[src/rtl/seven_segment_scanner_if.sv]
// Connection bundle between a nibble-producing datapath and the seven-segment scanner.
// The datapath owns the display value and controls; the scanner owns the pin-level outputs.
interface seven_segment_scanner_if #(
  parameter int DIGITS = 4
);
  logic [4*DIGITS-1:0] digits_in;
  logic [DIGITS-1:0]   dp_in;
  logic                load;
  logic                lz_en;
  logic                en;
  logic [DIGITS-1:0]   anode_active;
  logic [6:0]          segments;
  logic                dp;
  logic                frame_done;

  modport master (
    output digits_in, dp_in, load, lz_en, en,
    input  anode_active, segments, dp, frame_done
  );

  modport slave (
    input  digits_in, dp_in, load, lz_en, en,
    output anode_active, segments, dp, frame_done
  );
endinterface

[src/rtl/seven_segment_scanner.sv]
// Time-multiplexed multi-digit seven-segment driver with a double-buffered display value,
// hex/decimal decode, decimal points, leading-zero suppression and a global blank.
module seven_segment_scanner #(
  parameter int DIGITS      = 4,
  parameter int REFRESH_DIV = 100000,
  parameter bit HEX_MODE    = 1'b0,
  parameter bit ACTIVE_LOW  = 1'b1
) (
  input logic                    clk,
  input logic                    rst,
  seven_segment_scanner_if.slave bus
);

  localparam int RC_W  = $clog2(REFRESH_DIV);
  localparam int POS_W = $clog2(DIGITS);
  localparam logic [RC_W-1:0]  RC_LAST  = RC_W'(REFRESH_DIV - 1);
  localparam logic [POS_W-1:0] POS_LAST = POS_W'(DIGITS - 1);

  localparam logic [DIGITS-1:0] ANODE_OFF = {DIGITS{ACTIVE_LOW}};
  localparam logic [6:0]        SEG_OFF   = {7{ACTIVE_LOW}};

  logic [RC_W-1:0]     rc;
  logic [POS_W-1:0]    pos;
  logic [4*DIGITS-1:0] disp_nib;
  logic [DIGITS-1:0]   disp_dp;
  logic [4*DIGITS-1:0] pend_nib;
  logic [DIGITS-1:0]   pend_dp;
  logic                pend_v;
  logic                wrap_q;

  logic                tc;
  logic                wrap;
  logic [POS_W-1:0]    idx;
  logic [3:0]          nib;
  logic [DIGITS-1:0]   lead_blank;
  logic                zero_run;
  logic [DIGITS-1:0]   anode_next;
  logic [6:0]          seg_next;
  logic                dp_next;

  function automatic logic [6:0] decode(input logic [3:0] n);
    logic [6:0] s;
    case (n)
      4'h0:    s = 7'b1111110;
      4'h1:    s = 7'b0110000;
      4'h2:    s = 7'b1101101;
      4'h3:    s = 7'b1111001;
      4'h4:    s = 7'b0110011;
      4'h5:    s = 7'b1011011;
      4'h6:    s = 7'b1011111;
      4'h7:    s = 7'b1110000;
      4'h8:    s = 7'b1111111;
      4'h9:    s = 7'b1111011;
      4'hA:    s = HEX_MODE ? 7'b1110111 : 7'b0000000;
      4'hB:    s = HEX_MODE ? 7'b0011111 : 7'b0000000;
      4'hC:    s = HEX_MODE ? 7'b1001110 : 7'b0000000;
      4'hD:    s = HEX_MODE ? 7'b0111101 : 7'b0000000;
      4'hE:    s = HEX_MODE ? 7'b1001111 : 7'b0000000;
      default: s = HEX_MODE ? 7'b1000111 : 7'b0000000;
    endcase
    return s;
  endfunction

  assign tc   = (rc == RC_LAST);
  assign wrap = tc && (pos == POS_LAST);

  // NOTE: sequential state uses non-blocking assignments so every register samples
  // pre-edge values; blocking here would create order-dependent simulation races.
  always_ff @(posedge clk or posedge rst) begin
    if (rst) begin
      rc  <= '0;
      pos <= '0;
    end else begin
      rc <= tc ? '0 : rc + 1'b1;
      if (tc) pos <= (pos == POS_LAST) ? '0 : pos + 1'b1;
    end
  end

  // A load on the wrap edge bypasses the pending stage so it shows in the new frame.
  always_ff @(posedge clk or posedge rst) begin
    if (rst) begin
      disp_nib <= '0;
      disp_dp  <= '0;
      pend_nib <= '0;
      pend_dp  <= '0;
      pend_v   <= 1'b0;
    end else if (wrap) begin
      if (bus.load) begin
        disp_nib <= bus.digits_in;
        disp_dp  <= bus.dp_in;
      end else if (pend_v) begin
        disp_nib <= pend_nib;
        disp_dp  <= pend_dp;
      end
      pend_v <= 1'b0;
    end else if (bus.load) begin
      pend_nib <= bus.digits_in;
      pend_dp  <= bus.dp_in;
      pend_v   <= 1'b1;
    end
  end

  // Leftmost digit is scanned first.
  assign idx = POS_LAST - pos;
  assign nib = disp_nib[4*idx +: 4];

  // NOTE: every always_comb output gets a default before any conditional logic,
  // otherwise an unassigned path infers a latch.
  always_comb begin
    lead_blank = '0;
    zero_run   = 1'b1;
    for (int k = DIGITS - 1; k >= 0; k--) begin
      zero_run      = zero_run && (disp_nib[4*k +: 4] == 4'h0);
      lead_blank[k] = zero_run && (k != 0);
    end
  end

  always_comb begin
    anode_next = '0;
    seg_next   = '0;
    dp_next    = 1'b0;
    if (bus.en) begin
      anode_next = DIGITS'(1) << idx;
      dp_next    = disp_dp[idx];
      if (!(bus.lz_en && lead_blank[idx])) seg_next = decode(nib);
    end
  end

  // Outputs are stored at pin polarity so reset drives the pins dark directly.
  always_ff @(posedge clk or posedge rst) begin
    if (rst) begin
      bus.anode_active <= ANODE_OFF;
      bus.segments     <= SEG_OFF;
      bus.dp           <= ACTIVE_LOW;
      wrap_q           <= 1'b0;
      bus.frame_done   <= 1'b0;
    end else begin
      bus.anode_active <= anode_next ^ ANODE_OFF;
      bus.segments     <= seg_next ^ SEG_OFF;
      bus.dp           <= dp_next ^ ACTIVE_LOW;
      wrap_q           <= wrap;
      bus.frame_done   <= wrap_q;
    end
  end

endmodule

[src/flat_wrapper.sv]
// flat-port wrapper written by rule: the top's interface ports become plain ports
module seven_segment_scanner_flat 
#(
  parameter int DIGITS      = 4,
  parameter int REFRESH_DIV = 100000,
  parameter bit HEX_MODE    = 1'b0,
  parameter bit ACTIVE_LOW  = 1'b1
)
  (clk, rst, bus_digits_in, bus_dp_in, bus_load, bus_lz_en, bus_en, bus_anode_active, bus_segments, bus_dp, bus_frame_done);
  seven_segment_scanner_if #(.DIGITS(DIGITS)) bus_i ();
  input logic clk;
  input logic rst;
  input wire logic [$bits(bus_i.digits_in)-1:0] bus_digits_in;
  input wire logic [$bits(bus_i.dp_in)-1:0] bus_dp_in;
  input wire logic [$bits(bus_i.load)-1:0] bus_load;
  input wire logic [$bits(bus_i.lz_en)-1:0] bus_lz_en;
  input wire logic [$bits(bus_i.en)-1:0] bus_en;
  output wire logic [$bits(bus_i.anode_active)-1:0] bus_anode_active;
  output wire logic [$bits(bus_i.segments)-1:0] bus_segments;
  output wire logic [$bits(bus_i.dp)-1:0] bus_dp;
  output wire logic [$bits(bus_i.frame_done)-1:0] bus_frame_done;
  assign bus_i.digits_in = bus_digits_in;
  assign bus_i.dp_in = bus_dp_in;
  assign bus_i.load = bus_load;
  assign bus_i.lz_en = bus_lz_en;
  assign bus_i.en = bus_en;
  assign bus_anode_active = bus_i.anode_active;
  assign bus_segments = bus_i.segments;
  assign bus_dp = bus_i.dp;
  assign bus_frame_done = bus_i.frame_done;
  seven_segment_scanner #(.DIGITS(DIGITS), .REFRESH_DIV(REFRESH_DIV), .HEX_MODE(HEX_MODE), .ACTIVE_LOW(ACTIVE_LOW)) u_core (.clk(clk), .rst(rst), .bus(bus_i));
endmodule
[config.mk]
export PLATFORM = sky130hd
export DESIGN_NAME = seven_segment_scanner_flat
export DESIGN_NICKNAME = d
export VERILOG_FILES = /design/src/rtl/seven_segment_scanner_if.sv /design/src/rtl/seven_segment_scanner.sv /design/src/flat_wrapper.sv
export SDC_FILE = /design/constraint.sdc
export NUM_CORES = 1
export LEC_CHECK = 0
export CAP_MARGIN = 20
export CORE_UTILIZATION = 30
export DETAILED_ROUTE_END_ITERATION = 8
export GPL_ROUTABILITY_DRIVEN = 0
export MAX_ROUTING_LAYER = met4
export PLACE_DENSITY_LB_ADDON = 0.2
export SYNTH_ARGS = -nofsm -noshare
export SYNTH_HDL_FRONTEND = slang
export SYNTH_SLANG_ARGS = --single-unit
[constraint.sdc]
create_clock -name clk -period 2.3 [get_ports clk]
set_clock_uncertainty 0.1 [all_clocks]
set_input_delay 0.46 -clock clk [delete_from_list [all_inputs] [get_ports clk]]
set_output_delay 0.46 -clock clk [all_outputs]
set_load 0.01 [all_outputs]
==> reports/metrics.cfg <==
[sta]
finalSetupViolCount = 0
tightest_slew_ns = 0.554
hold_viol = 0
rsz0062_at_grt = no
finalSetupTns_ns = 0
final.min_clock_period_ns = 2.15
maxSlewHeadroom_pct = 63.0
setup_slack_ns = 0.147
fmax_ghz = 0.464
whs_ns = 0.247
slew_viol_final = 0
period_share_pct = 93.6

[cts]
htree_levels = 3
postCtsSetupBuffers = 0
cts_root_buf = clkbuf_16
ctsHoldBuffers = 0
cts.sinks = 74
cts_buffer_depth = 2
cts_buffers = 9
cts_tree = yes
cts.clk_slew.worst_paths_ns = 0.06
clk_latency_ns = 0.34
cts_resized = 0

[run_status]
violations = design-rule violations
outcome = finished, violations left

[worst_setup_path]
crit_type = flop to flop
crit_fanout = 21
critical_path.startpoint_type = flop
rrSetupSlack_ns = 0.15
r2r_cells = 5
r2r-end = u_core.disp_dp[1]$_DFFE_PP0P_
arrival_ns = 2.27
r2r_start = u_core.rc[0]$_DFF_PP0_
crit_path_end_kind = flop
required_ns = 2.42

[finish]
multi_input_area_mm2 = 0.00156
fillers = 1126
finalInstanceArea_mm2 = 0.00446
final_net_count = 384
syn_to_final_growth_pct = 24.5
stdcell_count = 497
post-route-util_pct = 38.7
antenna_cells = 0
drive_gt1_share_pct = 20.6
seqCellArea_mm2 = 0.00187

[min_path]
holdPathEnd = u_core.bus.frame_done$_DFF_PP0_
hold_depth = 0
min_from = u_core.wrap_q$_DFF_PP0_
min-delay-path-class = flop to flop

[synthesis]
seq_area_frac_synth_pct = 52.1
synth_edf_count = 0
ys_top_cells_by_count = dfrtp_1 (62), nand2_1 (42), mux2_2 (20)
synthArstFlopShare_pct = 100
yosysTopAreaCell = dfrtp_1
yosysMostFrequentCell = dfrtp_1
synthTopCellsByArea = dfrtp_1 (43%), dfstp_2 (8.8%), mux2_2 (6.3%)
synthCells = 303
synth_cell_types = 44
yosysWarnings = 0
synth_area_per_cell_um2 = 11.8
synth_nets = 338
synth_ff_type = dfrtp_1
synth_seq_cells = 74
synth_top_cell_area_share_pct = 43.3
mappedNetlistArea_mm2 = 0.00358

[pwr]
p_clk_share_pct = 46.0
vdd_ir_drop_max_mv = 0.283
p_int_mw = 2.37
power_mw = 3.03
switching_share_pct = 21.9
comb_power_share_pct = 7.8
leakage_nw = 1.85
power_density_mw_per_mm2 = 679
p_seq_share_pct = 46.2
p_switching_mw = 0.663

[place]
place_inst = 481
dp_hpwl_um = 5660
post-place-ws_ns = 0.169
port_buffers = 37
placed_area_mm2 = 0.00417

[grt]
overflow = 0
grt_pass1_wl_um = 13600
grt_pass1_vias = 2588
grt_max_degree = 34
grt_use_total_pct = 14.8
antenna_found_initial = 0

[floorplanning]
core_area_mm2 = 0.0115
design.die.area_mm2 = 0.0124
io_pins = 38
dieWidth_um = 111
die_h_um = 111
rows = 39
initial_utilization_pct = 31.1

[drt]
drt_iter0_drc = 147
first_pass_iters = 6
routed-via-count = 2505
wl_um = 7950
vias_per_cell = 5.04
ant_nets = 0
wl_per_cell_um = 16.0
drc = 8

[run]
max-cap-violations = 0

[critical path: stages, from the launching register on]
cell and delay, ns:
dfrtp_1 0.38, ha_1 0.21, and4_1 0.37, and4_4 0.27, nand2_2 0.26, a221o_1 0.44
[power by group through the flow]
stage / registers (mW) / clock network [mW] / logic [mW]
detailed placement: 1.42 / 0 / 0.243
global route: 1.40 / 1.50 / 0.262
floorplan: 1.42 / 0 / 0.121
global placement: 1.42 / 0 / 0.241
finish: 1.40 / 1.39 / 0.237
CTS: 1.40 / 1.44 / 0.243
[per-layer routing]
| layer | wire, um | global-route usage (%) |
|---|---|---|
| met2 | 3520 | 21.5 |
| met1 | 3950 | 19.6 |
| met3 | 300 | 2.68 |
| met5 | 0 | - |
| met4 | 181 | 7.84 |
[flip-flops by register name (all words and copies together), names as in the netlist]
name                     cells
u_core.bus.anode_active      4
u_core.bus.frame_done        1
u_core.pend_nib             16
u_core.bus.dp                1
u_core.pend_v                1
u_core.pos                   2
u_core.bus.segments          7
u_core.pend_dp               4
u_core.disp_nib             16
u_core.rc                   17
u_core.disp_dp               4
u_core.wrap_q                1
[logic make-up (layout without fill, tap and decap cells)]
group / after synthesis / after routing / share of synthesized area [%]
simple gates: 91 / 91 / 13.6
flops: 74 / 74 / 52.1
compound gates: 62 / 62 / 13.2
mux: 28 / 28 / 10.3
buf+inv: 26 / 77 / 4.30
xor+xnor: 12 / 12 / 2.94
fa+ha+maj: 10 / 10 / 3.50
[final cells by class]
cell class,count,share of cell area (%)
inverter,9,0.842
clock inverter,3,0.898
timing repair buffer,52,11.7
clock buffer,13,5.61
sequential,74,41.9
tap,143,4.01
multi-input combinational,203,35.1
[worst max path at each step]
| stage | from | end | slack [ns] | cells past startpoint |
|---|---|---|---|---|
| 2_1_floorplan | u_core.rc[0]$_DFF_PP0_ | u_core.disp_nib[10]$_DFFE_PP0P_ | 0.30 | 8 |
| 3_3_place_gp | bus_load | u_core.pend_nib[0]$_DFFE_PP0P_ | 0.18 | 5 |
| 3_5_place_dp | u_core.rc[0]$_DFF_PP0_ | u_core.disp_dp[1]$_DFFE_PP0P_ | 0.17 | 5 |
| 4_1_cts | u_core.rc[0]$_DFF_PP0_ | u_core.disp_nib[8]$_DFFE_PP0P_ | 0.15 | 5 |
| 5_1_grt | u_core.rc[0]$_DFF_PP0_ | u_core.disp_nib[8]$_DFFE_PP0P_ | 0.03 | 5 |
| 6_report | u_core.rc[0]$_DFF_PP0_ | u_core.disp_dp[1]$_DFFE_PP0P_ | 0.15 | 5 |
[placed cells by master (no fill, tap or decap), types with 3 or more instances in the layout]
master and instances:
dfrtp_1 62, nand2_1 42, clkdlybuf4s50_1 37, mux2_2 20
a221o_1 14, buf_4 12, dfstp_2 12, nor2_1 11
o31ai_1 10, ha_1 10, clkbuf_16 9, inv_1 8
o21ai_0 8, nand3_1 8, xnor2_1 8, a22oi_1 6
o2bb2ai_1 6, a21oi_1 6, mux4_2 5, o41ai_1 5
xor2_1 4, and4_1 3, nand4_1 3, mux2i_1 3
and3_1 3, nor3_1 3, o21a_1 3, clkbuf_1 3
buf_12 3
No activity file was read; power rests on OpenSTA's default activity.
